$ cat src/rtl/serial_adder.sv
// ---------------------------------------------------------------------------
// serial_adder
//
// Bit-serial ripple adder. The adder accepts one operand pair, processes one
// bit per clock with a single full adder (LSB first), and then presents the
// registered result with a one-cycle done pulse.
//
// Parameters
//    WIDTH  operand/result width in bits (2..32)
//
// Ports
//    clk    single clock, all state changes on the rising edge
//    rst    synchronous active-high reset
//    start  begin an addition (honoured only while idle)
//    a, b   operands, captured when start is accepted
//    cin    carry-in, captured when start is accepted
//    busy   high during the WIDTH bit-processing cycles
//    done   one-cycle pulse when sum/cout have just been updated
//    sum    registered (a+b+cin) mod 2^WIDTH, held until the next result
//    cout   registered carry out of the top bit, held with sum
// ---------------------------------------------------------------------------
module serial_adder #(
   parameter int WIDTH = 8
) (
   input  logic             clk,
   input  logic             rst,
   input  logic             start,
   input  logic [WIDTH-1:0] a,
   input  logic [WIDTH-1:0] b,
   input  logic             cin,
   output logic             busy,
   output logic             done,
   output logic [WIDTH-1:0] sum,
   output logic             cout
);

   localparam int CW = (WIDTH > 1) ? $clog2(WIDTH) : 1;
   localparam logic [CW-1:0] LASTBIT = CW'(WIDTH - 1);

   typedef enum logic [1:0] {
      IDLE  = 2'd0,
      SHIFT = 2'd1,
      DONE  = 2'd2
   } state_t;

   state_t           state;
   state_t           next_state;

   logic [WIDTH-1:0] areg;
   logic [WIDTH-1:0] breg;
   logic [WIDTH-1:0] preg;
   logic [WIDTH-1:0] preg_next;
   logic             carry;
   logic [CW-1:0]    cnt;
   logic             sbit;
   logic             cnext;
   logic             lastbit;

   // One full adder on the current least-significant operand bits. The new
   // sum bit enters the partial result from the top, so after WIDTH shifts
   // the first (LSB) result bit has arrived at bit 0.
   always_comb begin
      sbit      = areg[0] ^ breg[0] ^ carry;
      cnext     = (areg[0] & breg[0]) | (carry & (areg[0] ^ breg[0]));
      preg_next = {sbit, {(WIDTH-1){1'b0}}} | (preg >> 1);
      lastbit   = (cnt == LASTBIT);
   end

   // State register.
   always_ff @(posedge clk) begin
      if (rst) begin
         state <= IDLE;
      end else begin
         state <= next_state;
      end
   end

   // Next-state logic and the status outputs, which are decoded straight
   // from the registered state so they are glitch-free.
   always_comb begin
      next_state = state;
      busy       = 1'b0;
      done       = 1'b0;
      case (state)
         IDLE: begin
            if (start) begin
               next_state = SHIFT;
            end
         end
         SHIFT: begin
            busy = 1'b1;
            if (lastbit) begin
               next_state = DONE;
            end
         end
         DONE: begin
            done       = 1'b1;
            next_state = IDLE;
         end
         default: begin
            next_state = IDLE;
         end
      endcase
   end

   // Datapath. Operands are only captured in IDLE, so new inputs or a
   // repeated start during an operation cannot disturb it. The result
   // registers are written on the same edge that enters DONE, using the
   // partial result including the final bit, so they are valid together
   // with done and then simply hold.
   always_ff @(posedge clk) begin
      if (rst) begin
         areg  <= '0;
         breg  <= '0;
         preg  <= '0;
         carry <= 1'b0;
         cnt   <= '0;
         sum   <= '0;
         cout  <= 1'b0;
      end else begin
         case (state)
            IDLE: begin
               if (start) begin
                  areg  <= a;
                  breg  <= b;
                  carry <= cin;
                  cnt   <= '0;
               end
            end
            SHIFT: begin
               areg  <= areg >> 1;
               breg  <= breg >> 1;
               preg  <= preg_next;
               carry <= cnext;
               cnt   <= cnt + CW'(1);
               if (lastbit) begin
                  sum  <= preg_next;
                  cout <= cnext;
               end
            end
            default: begin
            end
         endcase
      end
   end

endmodule

$ cat config.mk
export PLATFORM = sky130hd
export DESIGN_NAME = serial_adder
export DESIGN_NICKNAME = d
export VERILOG_FILES = /design/src/rtl/serial_adder.sv
export SDC_FILE = /design/constraint.sdc
export NUM_CORES = 1
export LEC_CHECK = 0
export CAP_MARGIN = 5
export CORE_MARGIN = 3
export CORE_UTILIZATION = 39
export CTS_BUF_LIST = sky130_fd_sc_hd__clkbuf_8
export CTS_CLUSTER_SIZE = 25
export DETAILED_ROUTE_END_ITERATION = 6
export PLACE_DENSITY_LB_ADDON = 0.08
export SYNTH_ARGS = -nofsm -noshare
export SYNTH_HDL_FRONTEND = slang
export SYNTH_SLANG_ARGS = --single-unit
export TNS_END_PERCENT = 100
$ cat constraint.sdc
create_clock -name clk -period 1.2 [get_ports clk]
set_input_delay 0.12 -clock clk [delete_from_list [all_inputs] [get_ports clk]]
set_output_delay 0.12 -clock clk [all_outputs]
set_load 0.02 [all_outputs]
==> results of run 1 <==
metal layers:
layer	share of wire, %	track usage (%)
met5	0	0
met4	0.81	5.01
met3	3.6	3.65
met2	48	24.8
met1	48	19.8
logic make-up (layout without fill, tap and decap cells):
kind of cell | after synthesis | count (layout)
simple gates | 62 | 62
mux | 15 | 15
fa+ha+maj | 3 | 3
compound gates | 39 | 39
flops | 38 | 38
buf+inv | 16 | 63
synth_stat cells:
| cell | number | area, um^2 |
|---|---|---|
| sky130_fd_sc_hd__dfxtp_1 | 38 | 761 |
| sky130_fd_sc_hd__nand2_1 | 32 | 120 |
| sky130_fd_sc_hd__nor2_1 | 20 | 75.1 |
| sky130_fd_sc_hd__a21oi_1 | 18 | 90.1 |
| sky130_fd_sc_hd__a211oi_2 | 15 | 188 |
| sky130_fd_sc_hd__mux2i_1 | 15 | 150 |
| sky130_fd_sc_hd__buf_6 | 6 | 67.6 |
| sky130_fd_sc_hd__buf_2 | 4 | 20.0 |
| sky130_fd_sc_hd__a22oi_1 | 2 | 15.0 |
| sky130_fd_sc_hd__buf_4 | 2 | 15.0 |
| sky130_fd_sc_hd__clkbuf_1 | 2 | 7.51 |
| sky130_fd_sc_hd__ha_1 | 2 | 25.0 |
| sky130_fd_sc_hd__nand4bb_1 | 2 | 22.5 |
| sky130_fd_sc_hd__o21ai_0 | 2 | 10.0 |
| sky130_fd_sc_hd__and3b_1 | 1 | 8.76 |
| sky130_fd_sc_hd__fa_1 | 1 | 20.0 |
| sky130_fd_sc_hd__inv_1 | 1 | 3.75 |
| sky130_fd_sc_hd__inv_2 | 1 | 3.75 |
| sky130_fd_sc_hd__nand2b_1 | 1 | 6.26 |
| sky130_fd_sc_hd__nand3b_2 | 1 | 11.3 |
| sky130_fd_sc_hd__nor2b_1 | 1 | 6.26 |
| sky130_fd_sc_hd__nor3_1 | 1 | 5.00 |
| sky130_fd_sc_hd__nor3b_1 | 1 | 7.51 |
| sky130_fd_sc_hd__nor4_2 | 1 | 12.5 |
| sky130_fd_sc_hd__nor4b_1 | 1 | 8.76 |
| sky130_fd_sc_hd__o21ba_2 | 1 | 10.0 |
| sky130_fd_sc_hd__o21bai_1 | 1 | 7.51 |
sequential cells by signal (all words and copies together) (netlist names):
name	flops
areg	8
breg	8
carry	1
cnt	3
cout	1
preg	7
state	2
sum	8
per-stage QoR:
step,hold WS (ns),worst slack (ns),util [%],instances
finish,0.452,-0.0376,58.3,270
global route,0.459,-0.0802,58.3,270
CTS,0.448,-0.0375,56.3,265
detailed placement,0.445,-0.126,51.1,256
global placement,0.443,-0.0835,51.1,256
floorplan,0.293,0.0200,-,173
repair_timing:
item	4_1_cts	5_1_grt
pin swaps	10	14
buffers inserted	1	5
gates resized for setup	46	15
endpoints found under the setup margin	35	21
gates cloned	2	1
area by class of cell:
class	count	area, um^2
sequential	38	767
tap	50	62.6
timing repair buffer	55	539
fill	377	1700
multi-input combinational	119	923
clock buffer	6	82.6
inverter	2	7.51
worst paths after layout:
| path | from | to | depth (start not counted) |
|---|---|---|---|
| worst min register to register | sum[0]$_SDFFE_PP0P_ | sum[0]$_SDFFE_PP0P_ | 2 |
| worst min-delay path | b[7] | breg[7]$_SDFFE_PP0P_ | 3 |
| worst max-delay path | cnt[0]$_SDFFE_PP0P_ | sum[6]$_SDFFE_PP0P_ | 6 |
| worst max register to register | cnt[0]$_SDFFE_PP0P_ | sum[6]$_SDFFE_PP0P_ | 6 |
report_power, final:
| part | leakage (uW) | switching, uW | internal, uW |
|---|---|---|---|
| logic | 0.000623 | 200 | 239 |
| clock network | 0.0000431 | 406 | 443 |
| registers | 0.000313 | 42.7 | 1320 |
placed cells by master, fill, tap and decap left out, drive strengths merged, types with 2 or more instances in the layout:
cell type and instances:
a211oi 15, a21oi 18, a22oi 2, buf 26
clkbuf 7, clkdlybuf4s50 19, dfxtp 38, dlygate4sd2 9
ha 2, inv 2, mux2i 15, nand2 32
nand4bb 2, nor2 20, o21ai 2
worst register-to-register path, stage by stage, from the launching register on:
cell                      delay, ns
sky130_fd_sc_hd__dfxtp_2       0.34
sky130_fd_sc_hd__ha_4          0.16
sky130_fd_sc_hd__ha_4          0.15
sky130_fd_sc_hd__and3b_2       0.21
sky130_fd_sc_hd__buf_6         0.15
sky130_fd_sc_hd__nand2_4       0.07
sky130_fd_sc_hd__a21oi_2       0.05
==> results list, run 1 <==
- Buffers placed on the I/O ports in this run total 30.
- Biggest cell delay along the critical path: 0.34 ns
* Result of the run: finished with violations
- Clk_skew: 0.00431 ns
* Wire length of the first global-routing pass: 6220 um
- The number of buffers and inverters on the critical path is 1.
* Post-route cell area: 2380 um^2
- Synthesis produced a netlist whose cell count is 173.
- Simple-gate share of the synthesized area: 16.9%
- Nets in the synthesized netlist: 196
* Die ar.: 5130 um^2
* I/O pin total: 31
- Summing the areas of all compound-gate instances in the mapped netlist gives 19.1% of the synthesized area.
- The cell that appears most often on the critical path is sky130_fd_sc_hd__ha_4.
* DRC viols: 0
* Adder and majority cell fraction of the synthesized area: 2.68%
* Wire length per cell: 13.7 um
- For this run, the register share of the synthesized area comes to 45.3%.
* Crit path time final: 1.24 ns
* Root buf cell: sky130_fd_sc_hd__clkbuf_8
- Entering global routing, the biggest net connects 25 pins.
* Fraction of layout cells with a size suffix above 1: 36.8%
* Post-synthesis mux area share: 8.95%
- After synthesis the netlist holds a flip-flop and latch count of 38.
- Detailed placement ended at an HPWL of 2400 um.
- Number of failing hold endpoints at the final stage: 0
- Failing checks: setup timing
- For this design the static power due to leakage is 0.000979 uW.
* Number of buffers on the longest clock path: 2
* Cell with the biggest individual delay on the critical path: sky130_fd_sc_hd__dfxtp_2
- Walking the worst path, the cells encountered are ha_4 -> ha_4 -> and3b_2 -> buf_6 -> nand2_4 -> a21oi_2.
* Layout-stage area growth over the synthesis result: 42.0%
- Slack of the critical path: -0.0376 ns
* Initial standard-cell utilization of the core: 41.1%
* Maximum resistive drop on vdd: 0.000543 V
- Setup crit start kind: register
- Setup total negative slack on the finished layout was measured at -0.181 ns.
- For the worst setup path, the data arrival time is 1.40 ns.
- Clock transition at the registers of the reported paths: 0.07 ns
* Worst-case headroom to the max-slew limit: 79.6%
- Final global-route overflow total: 0
- GRT Overall Usage: 15.2%
- The die is 71.6 um tall.
- Data required time at the worst endpoint: 1.37 ns
- Total clock sinks: 38
- Row generation in the floorplan step produced 23 rows.
- After clock tree synthesis, the flow added hold-fix buffers numbering 0.
* Number of inserted diodes: 0
* H-tree levels: 2
- Final Max Tran Viols: 0
- The first routing iteration left 46 violations.
- Setup CP Type: reg -> reg
- In this run, distinct cell masters in the synthesized netlist total 27.
* Register-to-register setup slack: -0.04 ns
- Transition time at the pin with the least slew margin: 0.306 ns
* RSZ-0062 raised after global routing: yes
* Number of global-route vias before repair: 1,358
- In this run, CTS created clock tree buffers numbering 5.
- Core Region: 4090 um^2
* Global placer's final weighted congestion: 0.718
* Average cell area after synthesis: 9.70 um^2
- Width of the die: 71.6 um
* Warnings, synthesis: 0
* DRT antenna net count: 0
* Number of search-and-repair iterations in the first detailed-routing pass: 4
* DRT Wirelength: 3690 um
- The initial antenna violation count was 0.
* Overall power consumption: 2650 uW
- Total power divided by cell area: 1110 nW/um^2
- Peak fanout along the critical path: 5
* Instance area after placement: 2090 um^2
- Total via count in the routed design: 1,350
* Final #Nets: 244
* Hold WC Path Type: in -> reg
- Skew-Pair Late Insertion Delay: 0.28 ns
- Peak clock frequency supported by timing: 0.808 GHz
* Max cap viols: 0
* Tcrit/Tclk final: 103%
- TritonCTS built the clock tree.
* XOR/XNOR share of the synthesized area: 0%
- After synthesis, the largest family of logic cells by area is compound AO/OA/AOI/OAI gates.
- In this design, the largest share of critical-path delay is due to flip-flops.
- Mapped Area: 1680 um^2
- Vias/cell: 5.00
- STA classifies the critical path endpoint as a register.
- Final-report setup violation count: 9
(Power assumes the default switching activity.)
==> run 2, diff against run 1 <==
--- a/config.mk
+++ b/config.mk
@@ -12,6 +12,7 @@
 export CTS_CLUSTER_SIZE = 25
 export DETAILED_ROUTE_END_ITERATION = 6
 export PLACE_DENSITY_LB_ADDON = 0.08
+export RECOVER_POWER = 50
 export SYNTH_ARGS = -nofsm -noshare
 export SYNTH_HDL_FRONTEND = slang
 export SYNTH_SLANG_ARGS = --single-unit
==> results list, run 2 (synthesized netlist as in run 1, its figures left out) <==
* Transition time at the pin with the least slew margin: 0.309 ns
- DRT antenna net count: 0
- The clock arrives with 0.00377 ns of skew.
- Biggest cell delay along the critical path: 0.34 ns
* DRC viols: 0
* Peak fanout along the critical path: 5
- The final hold violation count is 0.
* CTS tree: built
- Final global-route overflow total: 0
* GRT Max-Usage Layer: met2
- Number of antenna violations at the first check in global routing: 0
- Hold WC Path Type: in -> reg
- The routed design has 3700 um of wire.
- For this design, the slowest cell found on the critical path is sky130_fd_sc_hd__dfxtp_2.
* Number of global-route vias before repair: 1,358
- Hold timing on the final database bottoms out at a slack of 0.453 ns.
* Critical path launch point: cnt[0]$_SDFFE_PP0P_
* DRC marker count from the first detailed-route iteration: 40
- Counting I/O delays and the setup requirement, the final critical path takes 1.24 ns.
* Setup crit start kind: register
- Setup crit end kind: register
* Sum Neg Setup Slack: -0.173 ns
- Final #Nets: 244
- Vias/cell: 5.00
- Data required time at the worst endpoint: 1.37 ns
- Input and output buffers added on the ports amount to 30.
- For this design, the CTS-stage hold fixing added 0 buffers.
- The worst pin sits at a relative slew slack of 79.4%.
- Maximum number of pins on one net before global-route repair: 25
- From synthesis to final layout, the design area changed by 41.8%.
- Wire length of the first global-routing pass: 6220 um
- Fraction of layout cells with a size suffix above 1: 36.4%
- At the end of the flow the core is filled with cells to 58.2%.
- In this design, the largest share of critical-path delay is due to flip-flops.
- Global routing consumed, on the met2 layer, 24.8% of the routing resources.
* Number of buffers on the longest clock path: 2
- I/O pin total: 31
* Global placer's final weighted congestion: 0.718
- H-tree levels: 2
* Largest registers: areg x8, breg x8, sum x8
- R2R Path Start: cnt[0]$_SDFFE_PP0P_
* Buffers plus inverters on the worst setup path: 1
- Clock-pin slew was measured on the worst setup and hold paths at 0.07 ns.
* Peak clock frequency supported by timing: 0.808 GHz
- Max cap viols: 0
- The layout has 379 filler cells.
- The cell sitting at the root of the clock tree is a sky130_fd_sc_hd__clkbuf_8.
- The cell that appears most often on the critical path is sky130_fd_sc_hd__ha_4.
- Met1 usage in global routing: 19.8%
- Wire length per cell: 13.7 um
* Core Region: 4090 um^2
* Slack of the critical path: -0.0371 ns
- Number of rows created at floorplan: 23
- Start point of the worst min-delay path: a[7]
* Total power divided by cell area: 1120 nW/um^2
* GRT Overall Usage: 15.2%
- Setup violations remaining at the end of the flow were counted as 9.
- Buffers inserted during clock tree synthesis total 5.
- The worst-case IR drop observed on VDD is 0.000544 V.
- Arrival time worst endpoint: 1.40 ns
- The count of final max-slew check failures was 0.
- Die outline height: 71.6 um
* Pleak: 0.000977 uW
- Failing checks: setup timing
- Routing usage on met3: 3.65%
- For this run, the number of standard cells in the final layout without fillers is 270.
- Number of inserted diodes: 0
- Clock latency on the worst-skew pair, taken at its later pin, is 0.28 ns.
* Setup CP Type: reg -> reg
* Worst slack at placement: -0.126 ns
- Total clock sinks: 38
- Summed over all nets, the half-perimeter wirelength after detailed placement is 2400 um.
- Setup repair after global routing could not meet its margin everywhere.
- Number of placed cells counting well taps: 256
- Width of the die: 71.6 um
- Result of the run: finished with violations
- Once the floorplan was initialized, standard cells occupied 41.1% of the core.
- Leaving out fill and tap cells, the most frequent cell in the layout is sky130_fd_sc_hd__dfxtp_1.
- The library cells used most frequently in the layout, excluding fill and tap cells, are sky130_fd_sc_hd__dfxtp_1 (34), sky130_fd_sc_hd__nand2_1 (23), sky130_fd_sc_hd__clkdlybuf4s50_1 (19).
- Die ar.: 5130 um^2
- The first detailed-routing pass took 4 iterations.
* Total via count in the routed design: 1,350
- Tcrit/Tclk final: 103%
- Critical path, cell by cell: ha_4 -> ha_4 -> and3b_2 -> buf_6 -> nand2_4 -> a21oi_2
==> run 2: changes by cell type in the layout (fill, tap and decap cells not counted), sizes merged <==
cell    before  now
buf         26   24
clkbuf       7    9
==> run 2: area by class of cell <==
| type | instances | area (um^2) | share of cell area [%] |
|---|---|---|---|
| multi-input combinational | 119 | 923 | 38.8 |
| sequential | 38 | 766 | 32.2 |
| tap | 50 | 62.6 | 2.63 |
| timing repair buffer | 55 | 537 | 22.6 |
| inverter | 2 | 7.51 | 0.316 |
| clock buffer | 6 | 82.6 | 3.47 |
==> run 2: worst min-delay path, cell delays in order <==
cell and delay (ns):
sky130_fd_sc_hd__clkdlybuf4s50_1 0.41, sky130_fd_sc_hd__nand4bb_1 0.10, sky130_fd_sc_hd__a21oi_1 0.06
==> run 2: through the flow <==
step / power (uW) / cell area, um^2
after detailed placement: 1770 / 2090
after global placement: 1760 / 2090
after global routing: 2760 / 2380
after floorplan: 1630 / 1690
final: 2650 / 2380
after CTS: 2650 / 2300
==> run 2: where the power goes <==
part	internal, uW	switching (uW)	leakage, uW
Combinational	237	199	0.000622
Sequential	1320	42.6	0.000312
Clock	443	408	0.0000431
==> run 2: worst paths after layout <==
check	endpoint	slack, ns	depth (start not counted)
worst max-delay path	sum[6]$_SDFFE_PP0P_	-0.04	6
worst min-delay path	areg[7]$_SDFFE_PP0P_	0.45	3
worst max register to register	sum[6]$_SDFFE_PP0P_	-0.04	6
worst min register to register	sum[0]$_SDFFE_PP0P_	0.46	2
==> run 2: timing repair <==
| item | in CTS | in global routing |
|---|---|---|
| endpoints found under the hold margin | 0 | 0 |
| cloned | 2 | 1 |
| resized for setup | 46 | 15 |
| buffers inserted | 1 | 5 |
| pin swaps | 10 | 14 |
| setup endpoints to repair | 35 | 21 |
==> run 2: metal layers <==
layer,vias to the layer above,share of wire (%)
li1,691,-
met1,635,48
met5,-,0
met2,20,48
met4,0,0.84
met3,4,3.2
